==> src/rtl/dsp_mac_pipe.sv <==
// Pipelined signed multiply-accumulate: input register, MSTAGES product registers,
// single-cycle accumulator with optional saturation, sticky overflow and pattern detect.
module dsp_mac_pipe #(
  parameter int              AW       = 18,
  parameter int              BW       = 18,
  parameter int              PW       = 48,
  parameter int              MSTAGES  = 2,
  parameter int              SATURATE = 1,
  parameter logic [PW-1:0]   PATTERN  = '0
) (
  input  logic                 CLK,
  input  logic                 RSTN,
  input  logic                 IN_VALID,
  input  logic signed [AW-1:0] A,
  input  logic signed [BW-1:0] B,
  input  logic signed [PW-1:0] C,
  input  logic [1:0]           OPMODE,
  input  logic                 CLR_OVF,
  output logic signed [PW-1:0] P,
  output logic [PW-1:0]        PCOUT,
  output logic                 OUT_VALID,
  output logic                 OVERFLOW,
  output logic                 PATDET
);

  // Handshake: no back-pressure. Every cycle with IN_VALID=1 is accepted and
  // produces exactly one OUT_VALID pulse MSTAGES+2 cycles later; bubbles travel
  // with the data through the valid shift register.

  localparam int MW = AW + BW;
  localparam int EW = PW + 1;
  localparam logic [PW-1:0] SAT_MAX = {1'b0, {(PW-1){1'b1}}};
  localparam logic [PW-1:0] SAT_MIN = {1'b1, {(PW-1){1'b0}}};

  localparam logic [1:0] OP_LOAD = 2'b00;
  localparam logic [1:0] OP_ACC  = 2'b01;
  localparam logic [1:0] OP_ADDC = 2'b10;
  localparam logic [1:0] OP_SUB  = 2'b11;

  // Stage 0: operand capture
  logic signed [AW-1:0] a_q;
  logic signed [BW-1:0] b_q;
  logic signed [PW-1:0] c_q;
  logic [1:0]           op_q;
  logic [MSTAGES:0]     v_sr;

  always_ff @(posedge CLK or negedge RSTN) begin
    if (!RSTN) begin
      a_q  <= '0;
      b_q  <= '0;
      c_q  <= '0;
      op_q <= '0;
    end else if (IN_VALID) begin
      a_q  <= A;
      b_q  <= B;
      c_q  <= C;
      op_q <= OPMODE;
    end
  end

  always_ff @(posedge CLK or negedge RSTN) begin
    if (!RSTN) v_sr <= '0;
    else       v_sr <= {v_sr[MSTAGES-1:0], IN_VALID};
  end

  // Full-precision product; operands widened first so the multiply is MW bits wide
  logic signed [MW-1:0] a_ext;
  logic signed [MW-1:0] b_ext;
  logic signed [MW-1:0] prod;

  assign a_ext = MW'(a_q);
  assign b_ext = MW'(b_q);
  assign prod  = a_ext * b_ext;

  // Multiplier pipeline; C and OPMODE ride alongside M
  logic signed [MW-1:0] m_q  [MSTAGES];
  logic signed [PW-1:0] c_d  [MSTAGES];
  logic [1:0]           op_d [MSTAGES];

  always_ff @(posedge CLK or negedge RSTN) begin
    if (!RSTN) begin
      for (int i = 0; i < MSTAGES; i++) begin
        m_q[i]  <= '0;
        c_d[i]  <= '0;
        op_d[i] <= '0;
      end
    end else begin
      m_q[0]  <= prod;
      c_d[0]  <= c_q;
      op_d[0] <= op_q;
      for (int i = 1; i < MSTAGES; i++) begin
        m_q[i]  <= m_q[i-1];
        c_d[i]  <= c_d[i-1];
        op_d[i] <= op_d[i-1];
      end
    end
  end

  // Accumulator stage: one guard bit above PW exposes signed overflow
  logic signed [PW-1:0] p_q;
  logic signed [EW-1:0] m_ext;
  logic signed [EW-1:0] p_ext;
  logic signed [EW-1:0] c_ext;
  logic signed [EW-1:0] sum;
  logic signed [PW-1:0] res;
  logic                 ovf;
  logic                 acc_valid;

  assign acc_valid = v_sr[MSTAGES];
  assign m_ext     = EW'(m_q[MSTAGES-1]);
  assign p_ext     = EW'(p_q);
  assign c_ext     = EW'(c_d[MSTAGES-1]);

  always_comb begin
    sum = '0;
    case (op_d[MSTAGES-1])
      OP_LOAD: sum = m_ext;
      OP_ACC:  sum = p_ext + m_ext;
      OP_ADDC: sum = c_ext + m_ext;
      OP_SUB:  sum = p_ext - m_ext;
      default: sum = m_ext;
    endcase
  end

  assign ovf = sum[PW] ^ sum[PW-1];

  always_comb begin
    res = sum[PW-1:0];
    if (ovf && (SATURATE != 0)) res = sum[PW] ? SAT_MIN : SAT_MAX;
  end

  always_ff @(posedge CLK or negedge RSTN) begin
    if (!RSTN) begin
      p_q       <= '0;
      PATDET    <= 1'b0;
      OUT_VALID <= 1'b0;
    end else begin
      OUT_VALID <= acc_valid;
      if (acc_valid) begin
        p_q    <= res;
        PATDET <= (res == PATTERN);
      end
    end
  end

  // Sticky flag: a new overflow takes priority over a simultaneous clear
  always_ff @(posedge CLK or negedge RSTN) begin
    if (!RSTN)                 OVERFLOW <= 1'b0;
    else if (acc_valid && ovf) OVERFLOW <= 1'b1;
    else if (CLR_OVF)          OVERFLOW <= 1'b0;
  end

  assign P     = p_q;
  assign PCOUT = p_q;

endmodule

==> config.mk <==
export PLATFORM = sky130hd
export DESIGN_NAME = dsp_mac_pipe
export DESIGN_NICKNAME = d
export VERILOG_FILES = /design/src/rtl/dsp_mac_pipe.sv
export SDC_FILE = /design/constraint.sdc
export NUM_CORES = 2
export LEC_CHECK = 0
export ABC_AREA = 0
export ABC_CLOCK_PERIOD_IN_PS = 21100
export CORE_MARGIN = 2
export CORE_UTILIZATION = 35
export CTS_CLUSTER_SIZE = 20
export DETAILED_ROUTE_END_ITERATION = 7
export GPL_TIMING_DRIVEN = 0
export PLACE_DENSITY_LB_ADDON = 0.15
export REMOVE_ABC_BUFFERS = 1
export SLEW_MARGIN = 10
export SYNTH_ARGS = -nofsm -noshare
export SYNTH_HDL_FRONTEND = slang
export SYNTH_SLANG_ARGS = --single-unit
==> constraint.sdc <==
create_clock -name CLK -period 21.1 [get_ports CLK]
set_clock_uncertainty 0.1 [all_clocks]
set_input_delay 4.22 -clock CLK [delete_from_list [all_inputs] [get_ports CLK]]
set_output_delay 4.22 -clock CLK [all_outputs]
set_load 0.01 [all_outputs]
Word level (Yosys, flattened, before mapping)
Cells that the tools add are included.
{"block": "word_totals", "reg_bits": 312, "out_inout_bits": 99, "wordCells": 32}
{"block": "classes", "eq_ne": 3, "addsub": 3, "mul": 1, "n_mux": 5, "bitwise_logic": 1, "n_reduce_logical": 4}
{"cell": "$pmux W49 S4", "n": 1}
{"cell": "$add A48 B36 Y49", "n": 2}
{"cell": "$mux W48", "n": 2}
{"cell": "$sub A48 B36 Y49", "n": 1}
{"cell": "$logic_not A48 Y1", "n": 1}
{"cell": "$mul A18 B18 Y36", "n": 1}
{"cell": "$eq A2 B2 Y1 const B", "n": 2}
{"cell": "$eq A2 B1 Y1 const B", "n": 1}
{"cell": "$logic_not A2 Y1", "n": 1}
{"cell": "$mux W1", "n": 2}
{"cell": "$reduce_bool A2 Y1", "n": 1}
{"cell": "$logic_and A1 B1 Y1", "n": 1}
{"cell": "$xor A1 B1 Y1", "n": 1}

Logic depth before layout (Yosys ltp)
{"block": "logic_depth", "word_depth": 5, "depth_mapped": 29, "ltp_nobuf": 28}

Least setup slack after synthesis
Ideal clock, no wire load.
{"block": "synth_path", "path_type": "flip-flop to flip-flop", "from": "register a_q[10]", "to": "register m_q[68] in the netlist's numbering", "path_stages_with_launch": 28, "setup_time_ps": 80, "required_ps": 20920, "synth_period_minus_slack_ps": 7288, "t_arrival_ps": 7108, "slack_ps": 13812, "cell_sequence": "dfrtp_1 clkbuf_1 clkbuf_1 nand2_1 fa_1 inv_1 fa_1 inv_1 fa_1 fa_1 fa_1 inv_1 fa_1 ha_1 a21o_1 a21o_1 a21o_1 a41oi_1 o21ai_0 o221a_2 a41o_1 o41ai_1 o21ai_0 o21a_1 o21ai_0 nand2b_1 a21oi_1 xnor2_1"}
{"block": "synth_via", "elab_chain_len": 1}
{"element": "from (decl)", "line": "41", "rtl": "logic signed [AW-1:0] a_q;"}
{"element": "from (signal assigned)", "line": "49", "rtl": "a_q <= '0;"}
{"element": "from (signal assigned)", "line": "54", "rtl": "a_q <= A;"}
{"element": "$mul A18 B18 Y36", "line": "73", "rtl": "assign prod = a_ext * b_ext;"}
{"element": "via prod[32]", "line": "69", "rtl": "logic signed [MW-1:0] prod;"}
{"element": "to (signal, indexed assignment)", "line": "92", "rtl": "m_q[i] <= m_q[i-1];"}
{"element": "to (decl)", "line": "76", "rtl": "logic signed [MW-1:0] m_q [MSTAGES];"}
The timed path passes the listed nets, and every way through them passes these cells.
A chain may end at the register's enable or synchronous reset.

Final worst setup path
{"block": "layout_path", "from": "register op_d[0] in the netlist's numbering", "to": "register p_q[39], in the netlist P[39]"}
{"block": "layout_via", "elab_chain_len": 4, "elab_cells_between_ends": 8, "cone_classes": "eq/ne: 3; mux: 3; bitwise: 1; reduce/logical: 1"}
{"element": "from (decl)", "line": "78", "rtl": "logic [1:0] op_d [MSTAGES];"}
{"element": "from (signal, indexed assignment)", "line": "94", "rtl": "op_d[i] <= op_d[i-1];"}
{"element": "$eq A2 B2 Y1, or another cell as far along", "line": "116", "rtl": "case (op_d[MSTAGES-1])"}
{"element": "$pmux W49 S4 *", "line": "116"}
{"element": "$mux W48 / $xor A1 B1 Y1 (equally long branches)", "line": "129, 125"}
{"element": "$mux W48 *", "line": "129", "rtl": "if (ovf && (SATURATE != 0)) res = sum[PW] ? SAT_MIN : SAT_MAX;"}
{"element": "to (signal assigned)", "line": "140", "rtl": "p_q <= res;"}
{"element": "to (decl)", "line": "100", "rtl": "logic signed [PW-1:0] p_q;"}
Every way passes the cells marked *; elsewhere a longest branch is shown, timed or not.

==> impl_results.md <==
- Slowest cell on crit path: clkinv_1
- Hold_sp: c_d[79]
- Rel. slew slack: 0.263
- Worst skew pair latency: 0.58 ns
- CTS H-tree lvls: 2
- Die H: 292 um
- EDFF count, synth: 0
- Final Cycle Share: 0.408
- Vias: 21309
- Most frequent cell on the critical path: a21oi_1
- Initial antenna violation count: 0
- Post-synth ARST share: 1.00
- WL per Instance: 19.7 um
- First-pass GRT wire length: 130 mm
- Max cap viols: 0
- Chip Width: 292 um
- Setup TNS Final: 0 ns
- Dominant synthesized flop cell: dfrtp_1
- Setup crit end kind: flip-flop
- Core ar.: around 80000 sq um
- Post-CTS sizing: 0
- FF-to-FF End: P[39]
- Post-synthesis register bit count: roughly 310
- GPL Wtd Cong: 0.904
- Worst hold endpoint: c_d[31]
- Pin count of the biggest net entering global routing: 111
- Status: complete, no violations
- Crit-path max cell delay: about 1.1 ns
- Syn-to-layout area delta: 13.9%
- Post-route ant nets: 0
- DRT Pass-1 Iters: 5
- Crit path kind: flip-flop to flip-flop
- Synthesized cell area: 29100 sq um
- Reg2reg path depth: 19
- Vias in the first global route: 22607
- Unique cell type count in the Yosys netlist: 79
- Clock-pin slew on the worst setup and hold paths: 0.07 ns
- Synth Warn #: 0
- Site row count: 105
- Nets: 3649
- Port-buffer cells: 188
- Fmax: 116 MHz
- Worst endpoint data arrival time: 8.97 ns
- Die area: 85500 sq um
- Synth top area share: 0.268
- CTS sink count: 312
- Final Hold Vio Count: 0
- Seq/Total Area, Yosys: 0.268
- Mean Syn Cell Area: 9.76 sq um
- Hold-fix buffers, CTS: 0
- Reg2Reg Setup Slack: 12.50 ns
- DRC Markers: 0
- Hold depth: 0
- Initial Util: 0.354
- Crit-path max FO: 64
- CTS tree: done
- CTS Root Cell: clkbuf_16
- Crit path required time: between 20 and 25 ns
- WL final: 81.7 mm
- Gr ovfl total: 0
- Worst path cell trace: clkinv_1 > nor2_4 > buf_16 > nor2_1 > xnor2_1 > ha_1 > o21ai_0 > a21oi_1 > a21oi_1 > a21oi_1 > o2111a_1 > o21ai_0 > a2111oi_0 > o22ai_1 > xnor2_1 > a21oi_1 > or3_2 > a21oi_1 > mux2_2
- Worst Hold Class: flip-flop to flip-flop
- Slew Limit Fails: 0
- Overall Global Routing Usage: 0.194
- CP Launch Type: flip-flop
- Vias per cell: approximately 5
- Postcts setup bufs: 0
- Ports: roughly 190
- RR Startpoint: op_d[0]
- DRT iter0 DRCs: about 1300
- Worst-margin pin slew: 1.10 ns
- RSZ-0062 raised after global routing: false
- # setup viols final: 0
- DP HPWL: around 64 mm
- Total CTS buffers: 40
- Final min period: 8.60 ns
- # diodes: 0
- Dominant cell type by area after synthesis: dfrtp_1
- Share of layout cells above drive strength 1: 0.0766
- Mapped Cells: 2985
- Top post-synthesis cells by area: dfrtp_1 27%, fa_1 23%, ha_1 8.2%
- Clock Tree Buf Depth: 3
## layout by cell type, fill, tap and decap left out, drive strengths merged, types with 27 or more instances in the layout
cell type and count:
a21o 62, a21oi 176, nand3 41, xnor2 86, nor2 122, clkbuf 51
mux2 122, ha 190, xor2 58, nand2 296, o211ai 27, nor3 28
fa 331, inv 397, dfrtp 312, and2 125, o21ai 100, clkdlybuf4s50 186
## cell families (layout without fill, tap and decap cells)
group / Yosys count / in the layout / synth area share
multiplexers: 145 / 145 / 0.0552
AND/OR/NAND/NOR: 754 / 754 / 0.126
AO/OA/AOI/OAI: 529 / 529 / 0.116
flip-flops: 312 / 312 / 0.268
XOR/XNOR: 144 / 144 / 0.0433
adder cells (fa/ha/maj): 521 / 521 / 0.309
buffers and inverters: 580 / 664 / 0.0824
## synthesized netlist by cell type (all sizes together) (71+ instances only)
cell / n
xnor2: 86
a21oi: 176
nor2: 122
nand2: 296
ha: 190
dfrtp: 312
and2: 125
buf: 71
fa: 331
inv: 392
o21ai: 100
clkbuf: 116
mux2: 122
## worst max-delay path, delay by kind of cell (launching register included)
| family | cells | cell delay, ns |
|---|---|---|
| XOR/XNOR | 2 | 0.33 |
| AND/OR/NAND/NOR | 3 | 1.63 |
| AO/OA/AOI/OAI | 10 | 3.29 |
| adder cells (fa/ha/maj) | 1 | 0.37 |
| buffers and inverters | 2 | 1.37 |
| flip-flops | 1 | 0.95 |
| multiplexers | 1 | 0.32 |
## final cells by class
cell class / count / area [sq um]
Inverter: 393 / 1480
Fill cell: 8037 / 49100
Sequential cell: 312 / 7820
Tap cell: 1070 / 1340
Timing Repair Buffer: 198 / 2100
Clock buffer: 51 / 1110
Multi-Input combinational cell: 2093 / 18900
Clock inverter: 22 / 388
## per-layer routing
metal  track usage  vias up  share of wire
met5             0        -              0
met4        0.0474        0          0.021
met3        0.0250       86          0.047
met2         0.330      570           0.48
met1         0.264    10741           0.45
li1              -     9912              -
## metrics by stage
stage | util | cells | area [sq um] | hold slack, ns | setup WS, ns
finish | 0.403 | 4139 | 33200 | 0.229 | 12.50
global route | 0.403 | 4139 | 33200 | 0.247 | 11.96
CTS | 0.403 | 4139 | 33200 | 0.238 | 12.53
detailed placement | 0.385 | 4066 | 31700 | 0.235 | 12.59
global placement | 0.382 | 4056 | 31400 | 0.231 | 1.79
floorplan | - | 2798 | 28200 | 0.231 | 13.16
## worst max-delay path by stage
stage,from,end,slack [ns],cells past startpoint
after floorplan,op_d[0],P[10],13.16,18
after global placement,RSTN,a_q[7],1.79,1
after global routing,op_d[0],P[43],11.96,19
final,op_d[0],P[39],12.50,19
after detailed placement,op_d[0],P[39],12.59,19
after CTS,op_d[0],P[39],12.53,19
## sequential cells by signal, summed over array words and instances (netlist names)
register,count
c_q,48
OVERFLOW,1
v_sr,3
b_q,18
a_q,18
P,48
c_d,96
PATDET,1
op_d,4
m_q,36
OUT_VALID,1
op_q,2
m_ext,36
Power is not shown: default switching activity piles up to over one toggle a cycle in this logic, so the estimate is an artifact.
